<file path="src/rtl/bounce_generator_if.sv">
// Bounce generator port bundle: clean level in, bouncing level out.
// enable/clean_in driven by master; bounce_out/busy driven by slave.
interface bounce_generator_if;
  logic enable;
  logic clean_in;
  logic bounce_out;
  logic busy;

  modport master (
    output enable,
    output clean_in,
    input  bounce_out,
    input  busy
  );

  modport slave (
    input  enable,
    input  clean_in,
    output bounce_out,
    output busy
  );
endinterface

</file>
<file path="src/rtl/bounce_generator.sv">
// Timed Moore FSM turning a clean level into a contact-bounce waveform.
// Ports: clk, rst (async active-low), io.slave {enable, clean_in,
// bounce_out, busy}. Optional macro BOUNCE_LFSR_EN jitters hold times.
module bounce_generator #(
  parameter int NUM_GLITCH = 2,
  parameter int GAP_LEN    = 1,
  parameter int GLITCH_LEN = 1,
  parameter int SETTLE_LEN = 8,
  parameter int TW         = 8
) (
  input  logic              clk,
  input  logic              rst,
  bounce_generator_if.slave io
);

  typedef enum logic [1:0] {
    IDLE     = 2'd0,
    NEW_HOLD = 2'd1,
    OLD_HOLD = 2'd2,
    SETTLE   = 2'd3
  } state_t;

  localparam logic [3:0]    NG     = 4'(NUM_GLITCH);
  localparam logic [TW-1:0] GAP_T  = TW'(GAP_LEN);
  localparam logic [TW-1:0] GLT_T  = TW'(GLITCH_LEN);
  localparam logic [TW-1:0] SET_T  = TW'(SETTLE_LEN);
  localparam logic [TW-1:0] ONE_T  = TW'(1);

  state_t        state_q, state_d;
  logic [TW-1:0] timer_q, timer_d;
  logic [3:0]    cnt_q, cnt_d;
  logic          level_q, level_d;
  logic          bo_q, bo_d;
  logic          busy_q, busy_d;

  logic [TW-1:0] gap_load;
  logic [TW-1:0] glt_load;
  logic          expire;

`ifdef BOUNCE_LFSR_EN
  logic [7:0] lfsr_q;
  logic       lfsr_fb;

  // Fibonacci taps 8,6,5,4 on a left-shifting register
  assign lfsr_fb = lfsr_q[7] ^ lfsr_q[5]
                 ^ lfsr_q[4] ^ lfsr_q[3];

  always_ff @(posedge clk or negedge rst) begin
    if (!rst) begin
      lfsr_q <= 8'hA5;
    end else begin
      lfsr_q <= {lfsr_q[6:0], lfsr_fb};
    end
  end

  assign gap_load = GAP_T
    + {{(TW-2){1'b0}}, lfsr_q[1:0]};
  assign glt_load = GLT_T
    + {{(TW-2){1'b0}}, lfsr_q[1:0]};
`else
  assign gap_load = GAP_T;
  assign glt_load = GLT_T;
`endif

  // Timer is reloaded on every state entry, so it never wraps
  assign expire = (timer_q == ONE_T);

  always_ff @(posedge clk or negedge rst) begin
    if (!rst) begin
      state_q <= IDLE;
      timer_q <= '0;
      cnt_q   <= '0;
      level_q <= 1'b0;
      bo_q    <= 1'b0;
      busy_q  <= 1'b0;
    end else begin
      state_q <= state_d;
      timer_q <= timer_d;
      cnt_q   <= cnt_d;
      level_q <= level_d;
      bo_q    <= bo_d;
      busy_q  <= busy_d;
    end
  end

  always_comb begin
    state_d = state_q;
    timer_d = timer_q;
    cnt_d   = cnt_q;
    level_d = level_q;
    bo_d    = bo_q;
    busy_d  = busy_q;

    unique case (state_q)
      IDLE: begin
        busy_d = 1'b0;
        if (!io.enable) begin
          level_d = io.clean_in;
          bo_d    = io.clean_in;
        end else if (io.clean_in != level_q) begin
          level_d = io.clean_in;
          bo_d    = io.clean_in;
          busy_d  = 1'b1;
          cnt_d   = NG;
          if (NG != 4'd0) begin
            state_d = NEW_HOLD;
            timer_d = gap_load;
          end else begin
            state_d = SETTLE;
            timer_d = SET_T;
          end
        end
      end

      NEW_HOLD: begin
        if (expire) begin
          state_d = OLD_HOLD;
          bo_d    = ~level_q;
          timer_d = glt_load;
          cnt_d   = cnt_q - 4'd1;
        end else begin
          timer_d = timer_q - ONE_T;
        end
      end

      OLD_HOLD: begin
        if (expire) begin
          bo_d = level_q;
          // cnt already counts this excursion
          if (cnt_q != 4'd0) begin
            state_d = NEW_HOLD;
            timer_d = gap_load;
          end else begin
            state_d = SETTLE;
            timer_d = SET_T;
          end
        end else begin
          timer_d = timer_q - ONE_T;
        end
      end

      SETTLE: begin
        if (expire) begin
          state_d = IDLE;
          busy_d  = 1'b0;
        end else begin
          timer_d = timer_q - ONE_T;
        end
      end

      default: begin
        state_d = IDLE;
      end
    endcase
  end

  assign io.bounce_out = bo_q;
  assign io.busy       = busy_q;

endmodule
</file>
<file path="src/flat_wrapper.sv">
// flat-port wrapper written by rule: the top's interface ports become plain ports
module bounce_generator_flat 
#(
  parameter int NUM_GLITCH = 2,
  parameter int GAP_LEN    = 1,
  parameter int GLITCH_LEN = 1,
  parameter int SETTLE_LEN = 8,
  parameter int TW         = 8
)
  (clk, rst, io_enable, io_clean_in, io_bounce_out, io_busy);
  bounce_generator_if io_i ();
  input  logic clk;
  input  logic rst;
  input wire logic [$bits(io_i.enable)-1:0] io_enable;
  input wire logic [$bits(io_i.clean_in)-1:0] io_clean_in;
  output wire logic [$bits(io_i.bounce_out)-1:0] io_bounce_out;
  output wire logic [$bits(io_i.busy)-1:0] io_busy;
  assign io_i.enable = io_enable;
  assign io_i.clean_in = io_clean_in;
  assign io_bounce_out = io_i.bounce_out;
  assign io_busy = io_i.busy;
  bounce_generator #(.NUM_GLITCH(NUM_GLITCH), .GAP_LEN(GAP_LEN), .GLITCH_LEN(GLITCH_LEN), .SETTLE_LEN(SETTLE_LEN), .TW(TW)) u_core (.clk(clk), .rst(rst), .io(io_i));
endmodule
</file>
<file path="config.mk">
export PLATFORM = sky130hd
export DESIGN_NAME = bounce_generator_flat
export DESIGN_NICKNAME = d
export VERILOG_FILES = /design/src/rtl/bounce_generator_if.sv /design/src/rtl/bounce_generator.sv /design/src/flat_wrapper.sv
export SDC_FILE = /design/constraint.sdc
export NUM_CORES = 1
export LEC_CHECK = 0
export ABC_AREA = 0
export BUFFER_PORTS_ARGS = -buffer_cell sky130_fd_sc_hd__buf_2
export CORE_MARGIN = 10
export CORE_UTILIZATION = 45
export CTS_CLUSTER_DIAMETER = 30
export DETAILED_ROUTE_END_ITERATION = 8
export REMOVE_ABC_BUFFERS = 1
export SETUP_SLACK_MARGIN = 0.02
export SYNTH_ARGS = -nofsm -noshare
export SYNTH_HDL_FRONTEND = slang
export SYNTH_SLANG_ARGS = --single-unit
</file>
<file path="constraint.sdc">
create_clock -name clk -period 1.79 [get_ports clk]
set_input_delay 0.0895 -clock clk [delete_from_list [all_inputs] [get_ports clk]]
set_output_delay 0.0895 -clock clk [all_outputs]
set_load 0.01 [all_outputs]
</file>
==> flow_summary_export.csv <==
group,metric,value,unit
status,status,"complete, no violations",
sta,tightestPinTransition,468.0,ps
global_route,grt_overflow,0,
sta,finalSetupViolations,0,
global_route,grt_pass1_vias,927,
global_route,busiest_layer,"met2",
floorplan,rows,18,
clock_tree,clk_latency,300,ps
sta,finalSetupTns,0,ps
detailed_routing,drc,0,
finish,fillers,220,
sta,grt_setup_unrepaired,"false",
floorplan,core_area,2455,um^2
global_route,grtUsageTotal,9.971,%
finish,drive_gt1_share,28.37,%
finish,diodes,0,
sta,period_share,95.44,%
worst_setup_path,path_max_fanout,6,
synth,synth-xor-area-share,1.528,%
clock_tree,cts_sinks,17,
sta,drv_slew,0,
synth,synth-compound-area-share,23.69,%
synth,netlist_area,1146,um^2
pwr,p_leak,0.5945,nW
finish,final_area,1328,um^2
synth,synth-edff-count,0,
sta,slew_headroom,68.59,%
floorplan,boundaryPins,6,
global_route,antenna_found_initial,0,
detailed_routing,drtPass1Iterations,4,
synth,seq_area_frac_synth,37.12,%
finish,multiInputGateArea,654.4,um^2
synth,yosysWarnings,0,
detailed_routing,num_vias,1010,
synth,synth_area_leader_cell,"dfrtp_1",
run,cap_viol_max_count,0,
synth,synth-adder-area-share,8.734,%
finish,regArea,426.7,um^2
floorplan,die_w,70.47,um
floorplan,initial_core_util,46.69,%
worst_setup_path,end_kind,"flop",
sta,fin_crit,1708,ps
synth,yosys-top-cells-area,"dfrtp_1 37%, ha_1 8.7%, a31oi_1 3.8%",
clock_tree,clk_pin_slew_worst_paths,110,ps
sta,clock_skew,1.882,ps
global_route,grtUsageMet3,2.825,%
hold_path,min_delay_path_depth,2,
worst_setup_path,worstPathRequired,2040,ps
sta,fmax,585.3,MHz
worst_setup_path,cp.arrival,1950,ps
finish,final_nets,154,
global_route,grt_max_degree,18,
place,place.gp.congestion,0.8008,
detailed_routing,ant_nets,0,
floorplan,die-area,4965,um^2
worst_setup_path,path_class,"reg -> reg",
worst_setup_path,critPathLaunchType,"flop",
finish,final_util,54.08,%
clock_tree,cts_tree,"yes",
synth,synth-async-reset-ratio,100.0,%
synth,synth-simple-area-share,18.23,%
sta,hold_slack,59.59,ps
synth,ys_ff_latch,17,
synth,avgSynthCellArea,9.318,um^2
synth,synth_top_family_by_area,"compound AO/OA/AOI/OAI gates",
synth,synth_common_cells,"17 x dfrtp_1, 10 x inv_1, 8 x ha_1, 8 x nor2_1",
synth,synthMuxAreaShare,2.838,%
clock_tree,cts_buffer_depth,2,
global_route,use_met2,14.77,%
place,io_buffer_count,5,
place,place_area,1250,um^2
global_route,use_met1,12.46,%
detailed_routing,wire_per_inst,15.77,um
synth,synth_top_flop_cell,"dfrtp_1",
detailed_routing,drtIter0Drc,72,
detailed_routing,totalWireLength,2.697,mm
finish,finalNonFillerCells,171,
pwr,ir_drop,0.001158,V
synth,synthCells,123,
finish,syn2layout_area_growth,15.83,%
pwr,p_per_area,2034,nW/um^2
clock_tree,clockRootBuffer,"clkbuf_4",
place,dp.cells,164,
clock_tree,htree_levels,1,
sta,hold_viol,0,
clock_tree,numCtsBuffers,3,
global_route,grt_pass1_wl,4.174,mm
place,hpwl,1.972,mm
floorplan,die_h,70.47,um
synth,ys_types,40,
synth,netlist.area_leader.share,37.12,%
hold_path,min_path_type,"in -> reg",
worst_setup_path,reg2reg_depth,4,
detailed_routing,vias_per_cell,5.906,
synth,post-synth-top-count-cell,"dfrtp_1",
-- stage by stage --
step                total power [mW]  setup WS (ps)
floorplan                      1.826         -88.85
global placement               2.312          94.75
detailed placement             2.370          60.34
CTS                            2.595          36.40
global route                   2.908          10.61
finish                         2.700          81.55
-- per-layer routing --
layer,up-vias,routed length (um)
met5,-,0
met4,0,67
met3,8,115
met2,24,1237
met1,482,1277
li1,496,-
-- power by group --
group	total, mW	switching [mW]	internal [mW]	leakage [nW]
clock network	0.220	0.137	0.0834	0.0177
registers	0.766	0.215	0.551	0.213
logic	1.71	0.884	0.830	0.364
total	2.70	1.24	1.46	0.594
-- kinds of logic after synthesis --
group	Yosys count
and+or+nand+nor	37
DFF	17
AOI/OAI and AO/OA	39
buffers and inverters	17
adders and majority gates	8
muxes	3
xor gates and xnor gates	2
-- layout make-up --
type                    instances  area share, %
clock inverters                 1         0.3770
flip-flops and latches         17          32.14
well taps                      30          2.828
repair buffers                 20          10.56
multi-input cells              89          49.29
clock buffers                   3          1.697
inverters                      11          3.110
-- cells in the final DEF (no fill, tap or decap), drive strengths merged --
cell and count:
buf 19, dfrtp 17, inv 11, nor2 8, ha 8, o21ai 8
a21oi 7, a31oi 7, nand2 6, nand3 6, nor3 6, nand4 3
o22ai 3, clkbuf 3, xnor2 2, o21a 2, a2bb2oi 2, or4 2
mux2 2, nor3b 2, nor4 1, and2 1, o32a 1, o311ai 1
o221a 1, o41ai 1, o311a 1, o211a 1, a211oi 1, or3b 1
mux2i 1, o31ai 1, a2111o 1, nand2b 1, a211o 1, clkinv 1
dlygate4sd3 1
-- path summary, 6_finish.rpt --
| path | startpoint | to | slack, ps |
|---|---|---|---|
| worst max-delay path | u_core.timer_q[0] | u_core.timer_q[3] | 80 |
| worst min-delay path | io_clean_in | u_core.level_q | 60 |
| worst max register to register | u_core.timer_q[0] | u_core.timer_q[3] | 80 |
| worst min register to register | u_core.io.bounce_out | u_core.io.bounce_out | 530 |
| max in group asynchronous | rst | u_core.timer_q[0] | 1260 |
| min in group asynchronous | rst | u_core.timer_q[2] | 230 |
-- critical path: stages (launching register included) --
cell	delay [ps]
dfrtp_2	460
buf_4	150
or4_1	570
a2111o_1	390
nand3_1	90
-- what timing repair did --
item                                   in CTS  in global routing
setup endpoints to repair                   0                 15
gates resized for setup                     0                  9
endpoints found under the hold margin      17                  0
hold buffers                                1                  0
setup buffers                               0                  2
-- registers in the layout, indices dropped and copies added (netlist names) --
name                  cells
u_core.level_q            1
u_core.io.bounce_out      1
u_core.io.busy            1
u_core.state_q            2
u_core.timer_q            8
u_core.cnt_q              4
Power figures use the tool's default switching activity.
